### config.mk
export PLATFORM = sky130hd
export DESIGN_NAME = sd_sector_loader
export DESIGN_NICKNAME = d
export VERILOG_FILES = /design/src/rtl/sd_loader_pkg.sv /design/src/rtl/avalon_single_master.sv /design/src/rtl/sd_sector_loader.sv
export SDC_FILE = /design/constraint.sdc
export NUM_CORES = 1
export LEC_CHECK = 0
export ABC_AREA = 1
export BUFFER_PORTS_ARGS = -buffer_cell sky130_fd_sc_hd__buf_4
export CORE_AREA = 2 2 130 132
export CTS_CLUSTER_DIAMETER = 80
export DETAILED_ROUTE_END_ITERATION = 10
export DIE_AREA = 0 0 132 134
export PLACE_DENSITY = 0.87
export SLEW_MARGIN = 5
export SYNTH_ARGS = -nofsm -noshare
export SYNTH_HDL_FRONTEND = slang
export SYNTH_SLANG_ARGS = --single-unit
export TNS_END_PERCENT = 1
### constraint.sdc
create_clock -name clk_clk -period 5.7 [get_ports clk_clk]
set_clock_uncertainty 0.2 [all_clocks]
set_input_delay 1.14 -clock clk_clk [delete_from_list [all_inputs] [get_ports clk_clk]]
set_output_delay 1.14 -clock clk_clk [all_outputs]
set_load 0.005 [all_outputs]
### src/rtl/sd_loader_pkg.sv
// sd_loader_pkg: states, card register map and constants
// shared by the sector loader and its bus masters.
package sd_loader_pkg;

  typedef enum logic [3:0] {
    S_IDLE,
    S_CHK,
    S_ARG,
    S_CMD,
    S_POLL,
    S_RDB,
    S_WRS,
    S_NXT,
    S_FIN
  } state_t;

  localparam logic [7:0] REG_ARG = 8'd139;
  localparam logic [7:0] REG_CMD = 8'd140;
  localparam logic [7:0] REG_ASR = 8'd141;

  localparam int ASR_PRESENT = 1;
  localparam int ASR_BUSY    = 2;
  localparam int ASR_ERR     = 3;

  localparam logic [31:0] READ_BLOCK = 32'd17;
  localparam int SECTOR_WORDS = 128;

  // SDSC cards take a byte address, SDHC a block number
  function automatic logic [31:0] sector_arg(
    input logic [31:0] sec,
    input bit          block
  );
    return block ? sec : {sec[22:0], 9'd0};
  endfunction

endpackage

### src/rtl/avalon_single_master.sv
// avalon_single_master: one Avalon-MM transaction at a time,
// held on the bus until the slave drops waitrequest.
module avalon_single_master #(
  parameter int AW = 8,
  parameter int DW = 32
) (
  input  logic          req,
  input  logic          wr,
  input  logic [AW-1:0] addr,
  input  logic [DW-1:0] wdata,
  output logic          ack,
  output logic          chipselect,
  output logic          read,
  output logic          write,
  output logic [AW-1:0] address,
  output logic [DW-1:0] writedata,
  input  logic          waitrequest
);

  // the requester keeps req/addr/wdata steady until ack
  always_comb begin
    chipselect = req;
    read       = req & ~wr;
    write      = req & wr;
    address    = req ? addr : '0;
    writedata  = (req & wr) ? wdata : '0;
    ack        = req & ~waitrequest;
  end

endmodule

### src/rtl/sd_sector_loader.sv
// sd_sector_loader: copies a run of SD card sectors into SDRAM
// through two Avalon-MM master ports, one transaction at a time.
module sd_sector_loader
  import sd_loader_pkg::*;
#(
  parameter int SDRAM_DW    = 16,
  parameter int SDRAM_AW    = 25,
  parameter int CNT_W       = 16,
  parameter int BLOCK_ADDR  = 0,
  parameter int SWAP_HALVES = 0
) (
  input  logic                  clk_clk,
  input  logic                  reset_reset_n,
  input  logic                  start,
  input  logic                  abort,
  input  logic [31:0]           start_sector,
  input  logic [CNT_W-1:0]      num_sectors,
  input  logic [SDRAM_AW-1:0]   sdram_base,
  output logic                  busy,
  output logic                  done,
  output logic                  error,
  output logic                  aborted,
  output logic [CNT_W-1:0]      sectors_done,
  output logic                  sd_chipselect,
  output logic                  sd_read,
  output logic                  sd_write,
  output logic [7:0]            sd_address,
  output logic [3:0]            sd_byteenable,
  output logic [31:0]           sd_writedata,
  input  logic [31:0]           sd_readdata,
  input  logic                  sd_waitrequest,
  output logic                  sdr_chipselect,
  output logic [SDRAM_AW-1:0]   sdr_address,
  output logic [SDRAM_DW-1:0]   sdr_writedata,
  output logic [SDRAM_DW/8-1:0] sdr_byteenable_n,
  output logic                  sdr_write_n,
  output logic                  sdr_read_n,
  input  logic                  sdr_waitrequest
);

  localparam int NPARTS = 32 / SDRAM_DW;

  state_t state, nxt;

  logic [31:0]         cur_sector;
  logic [CNT_W-1:0]    num_q;
  logic [CNT_W-1:0]    done_cnt;
  logic [6:0]          word_idx;
  logic [1:0]          part;
  logic [1:0]          chunk;
  logic [31:0]         word_q;
  logic [SDRAM_AW-1:0] sdr_addr_q;
  logic                err_q;
  logic                abt_q;

  logic                sd_req;
  logic                sd_wr;
  logic                sd_ack;
  logic [7:0]          sd_addr_c;
  logic [31:0]         sd_wdata_c;
  logic                sdr_req;
  logic                sdr_ack;
  logic                sdr_rd;
  logic                sdr_wr;
  logic [SDRAM_DW-1:0] sdr_wdata_c;

  logic last_part;
  logic last_word;
  logic last_sec;
  logic set_err;
  logic set_abt;

  assign last_part = part == 2'(NPARTS - 1);
  assign last_word = word_idx == 7'(SECTOR_WORDS - 1);
  assign last_sec  = (done_cnt + CNT_W'(1)) == num_q;

  always_comb begin
    nxt        = state;
    sd_req     = 1'b0;
    sd_wr      = 1'b0;
    sd_addr_c  = '0;
    sd_wdata_c = '0;
    sdr_req    = 1'b0;
    set_err    = 1'b0;
    set_abt    = 1'b0;
    unique case (state)
      S_IDLE: begin
        if (start)
          nxt = (num_sectors == '0) ? S_FIN : S_CHK;
      end
      S_CHK: begin
        sd_req    = 1'b1;
        sd_addr_c = REG_ASR;
        if (sd_ack) begin
          set_err = ~sd_readdata[ASR_PRESENT];
          nxt = sd_readdata[ASR_PRESENT] ? S_ARG : S_FIN;
        end
      end
      S_ARG: begin
        sd_req     = 1'b1;
        sd_wr      = 1'b1;
        sd_addr_c  = REG_ARG;
        sd_wdata_c = sector_arg(cur_sector, BLOCK_ADDR != 0);
        if (sd_ack)
          nxt = S_CMD;
      end
      S_CMD: begin
        sd_req     = 1'b1;
        sd_wr      = 1'b1;
        sd_addr_c  = REG_CMD;
        sd_wdata_c = READ_BLOCK;
        if (sd_ack) begin
          set_abt = abort;
          nxt = abort ? S_FIN : S_POLL;
        end
      end
      S_POLL: begin
        sd_req    = 1'b1;
        sd_addr_c = REG_ASR;
        if (sd_ack) begin
          if (abort) begin
            set_abt = 1'b1;
            nxt     = S_FIN;
          end else if (sd_readdata[ASR_BUSY]) begin
            nxt = S_POLL;
          end else if (sd_readdata[ASR_ERR]) begin
            set_err = 1'b1;
            nxt     = S_FIN;
          end else begin
            nxt = S_RDB;
          end
        end
      end
      S_RDB: begin
        sd_req    = 1'b1;
        sd_addr_c = {1'b0, word_idx};
        if (sd_ack) begin
          set_abt = abort;
          nxt = abort ? S_FIN : S_WRS;
        end
      end
      S_WRS: begin
        sdr_req = 1'b1;
        if (sdr_ack) begin
          set_abt = abort;
          if (abort)
            nxt = S_FIN;
          else if (!last_part)
            nxt = S_WRS;
          else if (!last_word)
            nxt = S_RDB;
          else if (last_sec)
            nxt = S_FIN;
          else
            nxt = S_NXT;
        end
      end
      S_NXT:   nxt = S_ARG;
      S_FIN:   nxt = S_IDLE;
      default: nxt = S_IDLE;
    endcase
  end

  always_comb begin
    chunk = (SWAP_HALVES != 0) ? 2'(NPARTS - 1) - part : part;
    sdr_wdata_c = word_q[chunk*SDRAM_DW +: SDRAM_DW];
  end

  always_ff @(posedge clk_clk or negedge reset_reset_n) begin
    if (!reset_reset_n) begin
      state      <= S_IDLE;
      cur_sector <= '0;
      num_q      <= '0;
      done_cnt   <= '0;
      word_idx   <= '0;
      part       <= '0;
      word_q     <= '0;
      sdr_addr_q <= '0;
      err_q      <= 1'b0;
      abt_q      <= 1'b0;
    end else begin
      state <= nxt;
      if (state == S_IDLE && start) begin
        cur_sector <= start_sector;
        num_q      <= num_sectors;
        sdr_addr_q <= sdram_base;
        done_cnt   <= '0;
        word_idx   <= '0;
        part       <= '0;
        err_q      <= 1'b0;
        abt_q      <= 1'b0;
      end
      if (set_err)
        err_q <= 1'b1;
      if (set_abt)
        abt_q <= 1'b1;
      if (state == S_RDB && sd_ack)
        word_q <= sd_readdata;
      if (state == S_WRS && sdr_ack) begin
        sdr_addr_q <= sdr_addr_q + 1'b1;
        if (last_part) begin
          part     <= '0;
          word_idx <= word_idx + 1'b1;
          if (last_word)
            done_cnt <= done_cnt + CNT_W'(1);
        end else begin
          part <= part + 1'b1;
        end
      end
      if (state == S_NXT)
        cur_sector <= cur_sector + 32'd1;
    end
  end

  avalon_single_master #(
    .AW(8),
    .DW(32)
  ) u_sd (
    .req         (sd_req),
    .wr          (sd_wr),
    .addr        (sd_addr_c),
    .wdata       (sd_wdata_c),
    .ack         (sd_ack),
    .chipselect  (sd_chipselect),
    .read        (sd_read),
    .write       (sd_write),
    .address     (sd_address),
    .writedata   (sd_writedata),
    .waitrequest (sd_waitrequest)
  );

  avalon_single_master #(
    .AW(SDRAM_AW),
    .DW(SDRAM_DW)
  ) u_sdr (
    .req         (sdr_req),
    .wr          (1'b1),
    .addr        (sdr_addr_q),
    .wdata       (sdr_wdata_c),
    .ack         (sdr_ack),
    .chipselect  (sdr_chipselect),
    .read        (sdr_rd),
    .write       (sdr_wr),
    .address     (sdr_address),
    .writedata   (sdr_writedata),
    .waitrequest (sdr_waitrequest)
  );

  assign sd_byteenable    = sd_chipselect ? 4'hF : 4'h0;
  assign sdr_byteenable_n = '0;
  assign sdr_write_n      = ~sdr_wr;
  assign sdr_read_n       = ~sdr_rd;

  assign busy         = (state != S_IDLE) && (state != S_FIN);
  assign done         = state == S_FIN;
  assign error        = err_q;
  assign aborted      = abt_q;
  assign sectors_done = done_cnt;

endmodule

Word-level counts from Yosys, hierarchy flattened --
Index checks and enable logic that the tools add are counted.
Storage, ports and cells: input port bits 111, logic and storage cells 117, register bits after elaboration 136
Operators by class: $add $sub $neg 5, equal/unequal tests 19, bitwise gates (word level) 9, muxes and demuxes 57, reductions and logical operators 16, shift-type cells 1
Operators by type and width (count):
- $mux W32 | 3
- $mux W16 | 5
- $mux W4 | 19
- $mux W25 | 3
- $pmux W32 S2 | 1
- $add A32 B1 Y32 const B | 1
- $pmux W4 S8 | 1
- $pmux W8 S4 | 1
- $shiftx A32 B7 Y16 | 1
- $add A25 B1 Y25 const B | 1
- $mux W7 | 3
- $add A16 B1 Y16 const B | 1
- $eq A16 B16 Y1 | 1
- $eq A4 B3 Y1 const B | 4
- $logic_not A16 Y1 | 1
- $mux W1 | 15
- $ne A2 B2 Y1 const B | 7
- $eq A4 B2 Y1 const B | 2
- $mux W8 | 1
- $reduce_bool A2 Y1 | 4
- $add A7 B1 Y7 const B | 1
- $eq A7 B7 Y1 const B | 1
- $reduce_and A7 Y1 | 1
- $mux W2 | 3
- 14 further kinds | 26

Logic depth before layout (Yosys ltp) --
Gate-level depths: netlist of run 1.
depth in word-level cells 8, depth in mapped cells 18, gate-level depth less buffers 18

Cells and area by module --
From an unflattened synthesis of run 1, not the netlist that was laid out.
Unflattened totals: cell total of the unflattened synthesis 1202, area total of the unflattened synthesis 8627.0 µm²
By module, submodules not included:
- sd_sector_loader | times used 1, area an instance 7666.1 µm², sequential area each 3178.0 µm², cells each 1020
- avalon_single_master at u_sd | times used 1, area an instance 505.5 µm², sequential area each 0.0 µm², cells each 90
- avalon_single_master at u_sdr | times used 1, area an instance 455.4 µm², sequential area each 0.0 µm², cells each 92

Worst setup path after synthesis of run 1 --
No wires, ideal clock.
path type register to output, from register state[3], to output port sdr_address[15], slack 2.931 ns, buffers on the path 2, cell stages (with the launch flop) 8, data required time 4.360 ns, data arrival time 1.429 ns, cells stage by stage dfrtp_1 inv_1 nand2_1 nor3_4 inv_2 clkbuf_1 clkbuf_1 nor2_1
Between the ends: cells in the longest elaborated chain, start to end 3
Ends and longest elaborated chain:
- from (decl) | line sd_sector_loader.sv:43 | state_t state, nxt;
- from (signal assigned) | line sd_sector_loader.sv:182 | state <= nxt;
- $eq A4 B3 Y1 | line sd_sector_loader.sv:86 | unique case (state)
- $mux W1 | line sd_sector_loader.sv:86
- net sdr_chipselect | line sd_sector_loader.sv:32 | output logic sdr_chipselect,
- $mux W25 | line avalon_single_master.sv:25 | address = req ? addr : '0;
- to (decl) | line sd_sector_loader.sv:33 | output logic [SDRAM_AW-1:0] sdr_address,
The timed path passes the listed nets, and every way through them passes these cells.

Worst setup path after layout of run 1 --
from register state[2], to output port sd_address[1]
Between the ends: cells in the longest elaborated chain, start to end 4, elaborated cells between the ends (all ways) 10
Ends and longest elaborated chain:
- $eq A4 B3 Y1, or another cell as far along | line sd_sector_loader.sv:86
- $reduce_or A2 Y1 (no line) or $reduce_or A5 Y1 (tied branches)
- $pmux W8 S4 or $mux W1 (tied branches) | line sd_sector_loader.sv:86
- $mux W8 * | line avalon_single_master.sv:25
- to (decl) | line sd_sector_loader.sv:27 | output logic [7:0] sd_address,
Mark *: on every way between the ends. The rest lies on a longest branch, timed or not.

==> key figures, run 1 <==
CTS
  – Cts repair resizes: 0
  – Num CTS Buffers: 17
  – Hold_buf cts: 0
  – CTS tree: done
  – CTS sink cnt: 127
  – CTS clk-pin slew, worst paths: 0.06 ns
  – Post-CTS setup buffer count: 0
  – Clock buffer depth: 2
  – Clk root buf: clkbuf_16
  – Clk_lat worst skew: 0.42 ns
  – CTS H-Tree Depth: 4

Floorplan
  – Core Area: 0.01629 mm²
  – IO Count: 224
  – Starting Density: 49.10%
  – Die H: 134 µm
  – Die area: 0.01769 mm²
  – Num rows: 47
  – Chip width: 132 µm

Routing
  – DRC: 0
  – Drt via density: 5.520
  – Total wire length: 24.09 mm
  – ANT nets after route: 0
  – Pre-Repair DR Iteration Count: 6
  – DR WL/cell: 15.85 µm
  – Initial drt markers: 681
  – DR vias: 8,391

Finish
  – Area grow syn2layout: 27.74%
  – Net count reported at finish: 1,402
  – Fillers: 1,404
  – Finished Cell Area: 0.01022 mm²
  – Final core utilization: 62.72%
  – Share of cells above drive strength 1: 24.85%
  – Diodes inserted: 0

Setup path
  – Family with the most delay on the worst path: buffers and inverters
  – Worst path cell trace: nor2_1, inv_1, nor2_1, inv_1, nor2_1, clkinv_1, o21ai_0, buf_4
  – Crit path DAT: 2.60 ns
  – Crit-path slowest cell: clkinv_1
  – Most used cell, CP: nor2_1
  – R2R depth: 12
  – CP Max Fanout: 27
  – CP Class: register to output pin
  – Critical Path End Type: output pin
  – WP data required: 4.36 ns
  – Crit-path max cell delay: 0.61 ns
  – CP startpoint kind: register
  – Worst path bufs/invs: 4
  – Levels on crit path: 8

Synthesis
  – Most common library cells after synthesis: nand2_1 (273), dfrtp_1 (127), inv_1 (124)
  – Post-synth EDFFs: 0
  – Number of synthesized register bits: 127
  – Yosys top cell by area: dfrtp_1
  – Yosys warning count: 0
  – Synth top area cells: dfrtp_1 (40%), nand2_1 (13%), inv_1 (5.8%)
  – Most common cell in the netlist: nand2_1
  – Syn avg cell area: 7.277 µm²
  – Top FF cell, synth: dfrtp_1
  – Synthesized instance count: 1,099
  – Unique masters post-synth: 45
  – Async SR Flop Fraction: 100.0%
  – Area fraction of the dominant cell type after synthesis: 39.74%
  – Share of the yosys chip area belonging to registers: 39.74%
  – Mapped Area: 0.007998 mm²

Global routing
  – Vias in the first global route: 7,901
  – Most Crowded Layer GR: met2
  – Met2 usage: 44.68%
  – Gr ovfl total: 0
  – Global-route met1 utilization: 32.99%
  – Initial antenna violation count: 0
  – GR Util met3: 5.782%
  – First-pass GRT wire length: 38.09 mm
  – Gr usage total: 26.76%
  – Largest net degree at the start of global routing: 69

Timing
  – Setup TNS: 0 ns
  – Hold Vio Cnt, Final: 0
  – Slew @ Worst Pin: 0.8545 ns
  – RSZ-0062 raised after global routing: false
  – Setup Viol. Count Final: 0
  – Post-route clock period utilization: 69.18%
  – Final min period: 3.943 ns
  – Normalized max-slew margin: 42.97%
  – Count of pins over their slew limit: 0
  – Max Fclk: 253.6 MHz

Power
  – Logic pwr share: 40.3%
  – VDD IR-drop max: 0.2431 mV
  – Int Power: 2.586 mW
  – PD cells: 425.9 mW/mm²
  – LEAKAGE: 4.993 nW
  – Total Power: 4.351 mW
  – Switching power: 1.765 mW
  – Sw Share: 40.57%
  – Sequential Power Share: 34.4%
  – Clock network power share: 25.3%

Worst hold path
  – HP Class: register to register
  – Min-Delay Path Depth: 2

Placement
  – Placement Cell Area: 0.009619 mm²
  – Gpl congestion: 0.9235
  – DP HPWL: 17.34 mm
  – I/O Buffers: 204

Status
  – Outcome: finished clean

Job
  – Max-cap violations: 0
==> metrics by stage <==
step,hold slack (ns),instances,worst slack (ns)
5_1_grt,0.3190,1520,1.554
2_1_floorplan,0.2534,1107,2.931
3_5_place_dp,0.2738,1488,1.855
4_1_cts,0.2879,1520,1.766
3_3_place_gp,0.2715,1488,1.893
6_report,0.2858,1520,1.757
==> worst reg2reg max path, delay by kind of cell (launching register included) <==
kind            cells  cell delay, ns
simple gates        6            1.25
buf+inv             5            1.57
compound gates      1            0.08
flops               1            0.40
==> sequential cells by signal, summed over array words and instances, names as in the netlist <==
name and count:
aborted 1, chunk 2, cur_sector 23, error 1, num_q 16, sdr_addr_q 25
sectors_done 16, state 4, word_idx 7, word_q 32
==> cell usage in the layout (no fill, tap or decap), drive strengths merged, types with 10 or more instances in the layout <==
cell type  count
a21oi         45
buf          208
clkbuf        18
conb          10
dfrtp        127
inv          139
mux2          30
nand2        286
nand3         84
nand4         15
nor2         141
nor3          19
o211ai        20
o21ai         60
o221ai        12
o22ai         20
xor2          19
==> per-layer routing <==
layer,wire (µm),up-vias
met2,11750,392
met1,9669,3952
li1,-,3974
met3,1788,73
met5,0,-
met4,884,0
==> final timing paths <==
path / from / endpoint / slack [ns]
min in group asynchronous: reset_reset_n / cur_sector[17] / 0.46
min: error / error / 0.29
min reg2reg: error / error / 0.29
max in group asynchronous: reset_reset_n / num_q[15] / 3.76
max reg2reg: state[1] / cur_sector[22] / 2.14
max: state[2] / sd_address[1] / 1.76
==> final cells by class <==
type / instances / area (µm²) / area share [%]
repair buffers: 208 / 1562 / 15.28
clock buffers: 18 / 439.2 / 4.299
flip-flops and latches: 127 / 3178 / 31.11
inverters: 137 / 514.2 / 5.034
clock inverters: 14 / 157.7 / 1.543
well taps: 220 / 275.3 / 2.694
multi-input cells: 796 / 4090 / 40.04
==> cell families (layout without fill, tap and decap cells) <==
logic type | Yosys count | in the layout | share of synthesized area [%]
flops | 127 | 127 | 39.74
mux | 30 | 30 | 4.224
simple gates | 565 | 565 | 31.20
fa+ha+maj | 4 | 4 | 0.6258
buf+inv | 184 | 377 | 9.590
compound gates | 167 | 167 | 12.34
xor+xnor | 20 | 20 | 2.190
other cells | 2 | 10 | 0.09390
==> power by group through the flow <==
| stage | registers (mW) | clock network (mW) | logic [mW] |
|---|---|---|---|
| 2_1_floorplan | 1.43 | 0 | 1.21 |
| 3_3_place_gp | 1.48 | 0 | 1.67 |
| 3_5_place_dp | 1.50 | 0 | 1.72 |
| 4_1_cts | 1.49 | 1.11 | 1.74 |
| 5_1_grt | 1.54 | 1.15 | 1.95 |
| 6_report | 1.50 | 1.10 | 1.75 |
No activity file was read; power rests on OpenSTA's default activity.
==> run 2, diff against run 1 <==
clock period = 3.7 ns   (was 5.7 ns; I/O delays follow)
==> run 2 against run 1 <==
Via count about the same. Global-route usage increased by 0.55 points. Combinational power up 57%. Die area is the same. Flip-flop and latch count is the same. Utilization up 0.22 points. First-iteration DRC count is 0.44% higher. Non-clock buffer count rose by 8. Register-to-register slack worse by 1.5 ns. Sequential share of layout area down 0.11 points.
==> key figures, run 2 (same netlist as run 1, synthesis figures left out) <==
Setup path
  – Crit path DAT: 2.25 ns
  – Family with the most delay on the worst path: simple AND/OR/NAND/NOR gates
  – CP startpoint kind: register
  – Worst reg2reg path endpoint: sdr_addr_q[22]
  – Worst path bufs/invs: 2
  – Worst path cell trace: inv_1, nand2_1, nor3_4, nand2_1, a21oi_1, buf_4
  – Levels on crit path: 6
  – Most used cell, CP: nand2_1
  – Flop2flop setup slack: 0.68 ns
  – CP Max Fanout: 16
  – Crit-path max cell delay: 0.43 ns
  – R2R depth: 10
  – Critical Path End Type: output pin
  – WP data required: 2.76 ns
  – CP Class: register to output pin
  – Crit-path slowest cell: nand2_1
  – RR Startpoint: state[3]

Power
  – Total Power: 6.652 mW
  – LEAKAGE: 5.027 nW
  – Clock network power share: 24.2%
  – VDD IR-drop max: 0.3631 mV
  – Int Power: 3.917 mW
  – Sequential Power Share: 34.6%
  – Switching power: 2.736 mW
  – PD cells: 648.9 mW/mm²
  – Logic pwr share: 41.2%
  – Sw Share: 41.12%

CTS
  – Post-CTS setup buffer count: 0
  – Clk_lat worst skew: 0.42 ns
  – CTS clk-pin slew, worst paths: 0.06 ns
  – Num CTS Buffers: 17
  – Hold_buf cts: 0
  – Clock buffer depth: 2
  – CTS tree: done
  – CTS H-Tree Depth: 4
  – Cts repair resizes: 0
  – Clk root buf: clkbuf_16
  – CTS sink cnt: 127

Floorplan
  – Num rows: 47
  – Die H: 134 µm
  – IO Count: 224
  – Core Area: 0.01629 mm²
  – Chip width: 132 µm
  – Die area: 0.01769 mm²
  – Starting Density: 49.10%

Routing
  – Initial drt markers: 684
  – Drt via density: 5.489
  – ANT nets after route: 0
  – Pre-Repair DR Iteration Count: 5
  – DR WL/cell: 15.86 µm
  – Total wire length: 24.23 mm
  – DRC: 0
  – DR vias: 8,387

Global routing
  – Largest net degree at the start of global routing: 68
  – Gr ovfl total: 0
  – Initial antenna violation count: 0
  – Vias in the first global route: 8,073
  – Gr usage total: 27.30%
  – First-pass GRT wire length: 38.88 mm

Placement
  – Gpl congestion: 0.9229
  – DP HPWL: 17.55 mm
  – I/O Buffers: 204
  – Placed instance count: 1,496

Finish
  – Share of cells above drive strength 1: 25.31%
  – Commonest non-fill, non-tap cell in the layout: nand2_1
  – Net count reported at finish: 1,410
  – Top Registers: word_q (32), sdr_addr_q (25), cur_sector (23)
  – Layout Cells excl Fill: 1,528
  – Area grow syn2layout: 28.19%
  – Most flops, register: word_q
  – Diodes inserted: 0
  – Commonest cells after routing, fill and taps aside: nand2_1 (273), buf_4 (215), dfrtp_1 (127)
  – Max reg flops: 32

Timing
  – Normalized max-slew margin: 51.44%
  – Hold Vio Cnt, Final: 0
  – Setup Viol. Count Final: 0
  – Post-route clock period utilization: 86.34%
  – Count of pins over their slew limit: 0
  – Setup TNS: 0 ns
  – Final min period: 3.195 ns
  – RSZ-0062 raised after global routing: false
  – Max Fclk: 313.0 MHz
  – Slew @ Worst Pin: 0.7284 ns

Job
  – Max-cap violations: 0

Worst hold path
  – HP Class: primary input to async pin

Status
  – Outcome: finished clean
-- run 2: cell count changes in the layout (fill, tap and decap cells not counted), sizes merged --
cell	before	now
bufinv	2	1
clkinvlp	3	2
clkinv	7	9
clkbuf	18	17
inv	139	140
buf	208	216
-- run 2: per-stage QoR --
step                setup slack [ns]  hold slack [ns]  cell area, µm²  util [%]
floorplan                      1.331           0.2444            8028         -
global placement              0.7741           0.2727            9692     59.50
detailed placement            0.7437           0.2743            9692     59.50
CTS                           0.5187           0.1154           10250     62.94
global route                  0.3828           0.1419           10250     62.94
finish                        0.5054           0.1057           10250     62.94
-- run 2: cell type report --
cell class                 instances  area [µm²]
tap                              220       275.3
clock buffer                      17       425.4
multi-input combinational        796        4090
sequential                       127        3178
fill                            1420        6037
inverter                         137       514.2
timing repair buffer             216        1634
clock inverter                    15       135.1
-- run 2: how the worst max path moves through the flow --
stage / start / endpoint
2_1_floorplan: state[3] / sdr_address[15]
3_3_place_gp: state[3] / sdr_addr_q[24]
3_5_place_dp: state[3] / sdr_addr_q[22]
4_1_cts: state[3] / sdr_writedata[0]
5_1_grt: state[3] / sdr_writedata[12]
6_report: state[3] / sdr_writedata[0]
-- run 2: layer usage --
| layer | vias up | routed length (µm) | share of wire, % | global-route usage [%] |
|---|---|---|---|---|
| met5 | - | 0 | 0 | 0 |
| met4 | 0 | 776 | 3.2 | 12.50 |
| met3 | 61 | 1894 | 7.8 | 6.311 |
| met2 | 410 | 11870 | 49 | 46.01 |
| met1 | 3936 | 9688 | 40 | 33.45 |
| li1 | 3980 | - | - | - |
-- run 2: power by group through the flow --
| stage | sequential, mW | clock, mW | combinational [mW] |
|---|---|---|---|
| finish | 2.30 | 1.61 | 2.74 |
| floorplan | 2.21 | 0 | 1.87 |
| CTS | 2.29 | 1.64 | 2.72 |
| global route | 2.36 | 1.69 | 3.04 |
| detailed placement | 2.30 | 0 | 2.69 |
| global placement | 2.27 | 0 | 2.62 |
==> run 3, diff against run 2 <==
CORE_AREA = 2 2 135 137   (was 2 2 130 132)
DIE_AREA = 0 0 137 139   (was 0 0 132 134)
PLACE_DENSITY = 0.86   (was 0.87)
SYNTH_HIERARCHICAL = 1   (was unset)
==> run 3 against run 2 <==
Area after synthesis rose by 7.9%. Register-to-register slack worse by 0.12 ns. Non-clock buffer count increased by 4. Sequential power barely moved.
==> key figures, run 3 <==
CTS
  – CTS sink cnt: 127
  – Clock buffer depth: 2
  – CTS clk-pin slew, worst paths: 0.05 ns
  – Clk_lat worst skew: 0.41 ns
  – Num CTS Buffers: 17
  – Hold_buf cts: 0
  – CTS H-Tree Depth: 4
  – CTS tree: done
  – Clk root buf: clkbuf_16

Power
  – Int Power: 3.877 mW
  – Switching power: 2.501 mW
  – Clock network power share: 25.6%
  – Logic pwr share: 38.5%
  – Total Power: 6.378 mW
  – VDD IR-drop max: 0.3237 mV
  – LEAKAGE: 5.487 nW
  – PD cells: 586.7 mW/mm²
  – Sequential Power Share: 35.8%
  – Sw Share: 39.22%

Finish
  – Net count reported at finish: 1,515
  – Diodes inserted: 0
  – Top Registers: word_q (32), sdr_addr_q (25), cur_sector (23)
  – Commonest cells after routing, fill and taps aside: nand2_1 (258), buf_4 (219), inv_1 (191)
  – Max reg flops: 32
  – Most flops, register: word_q
  – Commonest non-fill, non-tap cell in the layout: nand2_1
  – Area grow syn2layout: 26.02%
  – Fillers: 1,572
  – Share of cells above drive strength 1: 26.42%

Synthesis
  – Synth top area cells: dfrtp_1 (37%), nand2_1 (11%), inv_1 (8.3%)
  – Number of synthesized register bits: 127
  – Synthesized instance count: 1,202
  – Async SR Flop Fraction: 100.0%
  – Most common cell in the netlist: nand2_1
  – Share of the yosys chip area belonging to registers: 36.84%
  – Post-synth EDFFs: 0
  – Area fraction of the dominant cell type after synthesis: 36.84%
  – Top FF cell, synth: dfrtp_1
  – Yosys top cell by area: dfrtp_1
  – Mapped Area: 0.008627 mm²
  – Most common library cells after synthesis: nand2_1 (258), inv_1 (191), nor2_1 (151)
  – Syn avg cell area: 7.177 µm²
  – Yosys warning count: 6
  – Unique masters post-synth: 49

Setup path
  – RR Startpoint: state[0]
  – WP data required: 2.76 ns
  – Critical Path Start: state[0]
  – Flop2flop setup slack: 0.56 ns
  – Worst path cell trace: nor2_1, inv_1, nor2_1, inv_2, nand2_1, nor2_1, inv_1, nor2_2, inv_1, nand2_8, nor2_2, buf_4
  – Worst path bufs/invs: 5
  – Crit-path max cell delay: 0.47 ns
  – Worst Setup EP: sd_writedata[12]
  – Worst reg2reg path endpoint: word_q[0]
  – Levels on crit path: 12
  – CP Class: register to output pin
  – CP Max Fanout: 33
  – CP startpoint kind: register
  – Crit-path slowest cell: dfrtp_1
  – Critical Path End Type: output pin
  – Crit path DAT: 2.53 ns
  – Family with the most delay on the worst path: simple AND/OR/NAND/NOR gates
  – R2R depth: 15

Routing
  – ANT nets after route: 0
  – Drt via density: 5.188
  – Total wire length: 23.09 mm
  – DR WL/cell: 14.07 µm
  – Pre-Repair DR Iteration Count: 6
  – Initial drt markers: 528
  – DR vias: 8,514
  – DRC: 0

Floorplan
  – Starting Density: 48.86%
  – Core Area: 0.01766 mm²
  – Chip width: 137 µm
  – IO Count: 224
  – Num rows: 49
  – Die H: 139 µm
  – Die area: 0.01904 mm²

Global routing
  – Largest net degree at the start of global routing: 61
  – Gr usage total: 24.12%
  – Vias in the first global route: 8,043
  – First-pass GRT wire length: 37.40 mm
  – Initial antenna violation count: 0
  – Gr ovfl total: 0

Timing
  – Setup Viol. Count Final: 0
  – Post-route clock period utilization: 93.66%
  – Setup TNS: 0 ns
  – Hold Vio Cnt, Final: 0
  – Count of pins over their slew limit: 0
  – Final min period: 3.465 ns
  – Slew @ Worst Pin: 0.9054 ns
  – Max Fclk: 288.6 MHz
  – RSZ-0062 raised after global routing: false
  – Normalized max-slew margin: 39.42%

Job
  – Max-cap violations: 0

Worst hold path
  – HP Class: primary input to async pin

Placement
  – I/O Buffers: 204
  – DP HPWL: 16.67 mm
  – Gpl congestion: 0.9375

Status
  – Outcome: finished clean
==> run 3: how the worst min path moves through the flow <==
stage / depth (start not counted) / to / slack (ns)
after global placement: 2 / word_q[3] / 0.26
after floorplan: 0 / aborted / 0.24
after CTS: 1 / word_q[26] / 0.17
after detailed placement: 2 / word_q[3] / 0.27
final: 1 / word_q[26] / 0.15
after global routing: 1 / word_q[26] / 0.19
==> run 3: kinds of logic after synthesis <==
| kind of cell | count (synthesis) | share of synthesized area (%) |
|---|---|---|
| AO/OA/AOI/OAI | 166 | 11.08 |
| XOR/XNOR | 27 | 2.741 |
| other | 2 | 0.08705 |
| adder cells (fa/ha/maj) | 4 | 0.5802 |
| AND/OR/NAND/NOR | 587 | 31.81 |
| buffers and inverters | 257 | 12.70 |
| flip-flops | 127 | 36.84 |
| multiplexers | 32 | 4.162 |
==> run 3: power by group through the flow <==
stage	registers [mW]	logic [mW]	clock network, mW
global route	2.34	2.76	1.73
floorplan	2.18	1.84	0
CTS	2.27	2.45	1.67
detailed placement	2.29	2.44	0
global placement	2.26	2.36	0
finish	2.29	2.46	1.64
==> run 3: what timing repair did <==
item,in CTS,in global routing
endpoints found under the hold margin,0,0
resized for setup,0,2
buffers inserted,0,0
setup endpoints to repair,0,23
==> run 3: cell type report <==
class                           instances  area (µm²)  area share, %
Clock buffer                           25       485.5          4.465
Clock inverter                          6       82.58         0.7596
Inverter                              207       777.0          7.147
Multi-Input combinational cell        827        4398          40.45
Sequential cell                       127        3178          29.23
Tap cell                              229       286.5          2.636
Timing Repair Buffer                  220        1664          15.31
==> run 3: layer usage <==
layer | GRT usage (%) | part of all wire (%)
met1 | 30.65 | 42
met2 | 40.80 | 49
met3 | 4.167 | 6.5
met4 | 8.953 | 1.9
met5 | 0 | 0
==> run 3: metrics by stage <==
| step | cells | hold WS, ns | setup slack [ns] | instance area [µm²] | utilization [%] |
|---|---|---|---|---|---|
| floorplan | 1211 | 0.2444 | 1.051 | 8661 | - |
| global placement | 1610 | 0.2643 | 0.6960 | 10290 | 58.29 |
| detailed placement | 1610 | 0.2728 | 0.6042 | 10290 | 58.29 |
| CTS | 1641 | 0.1696 | 0.1633 | 10860 | 61.51 |
| global route | 1641 | 0.1930 | 0.02186 | 10870 | 61.57 |
| finish | 1641 | 0.1532 | 0.2345 | 10870 | 61.57 |
==> run 3: worst register-to-register path: stages, from the launching register on <==
cell,delay [ns]
dfrtp_1,0.47
nor2_1,0.16
inv_1,0.09
nor2_1,0.21
inv_2,0.08
nand2_1,0.11
nor2_1,0.05
inv_1,0.12
nor2_2,0.07
inv_1,0.19
buf_4,0.22
inv_1,0.07
nor2_1,0.24
nand2_1,0.12
buf_4,0.29
mux2_2,0.33
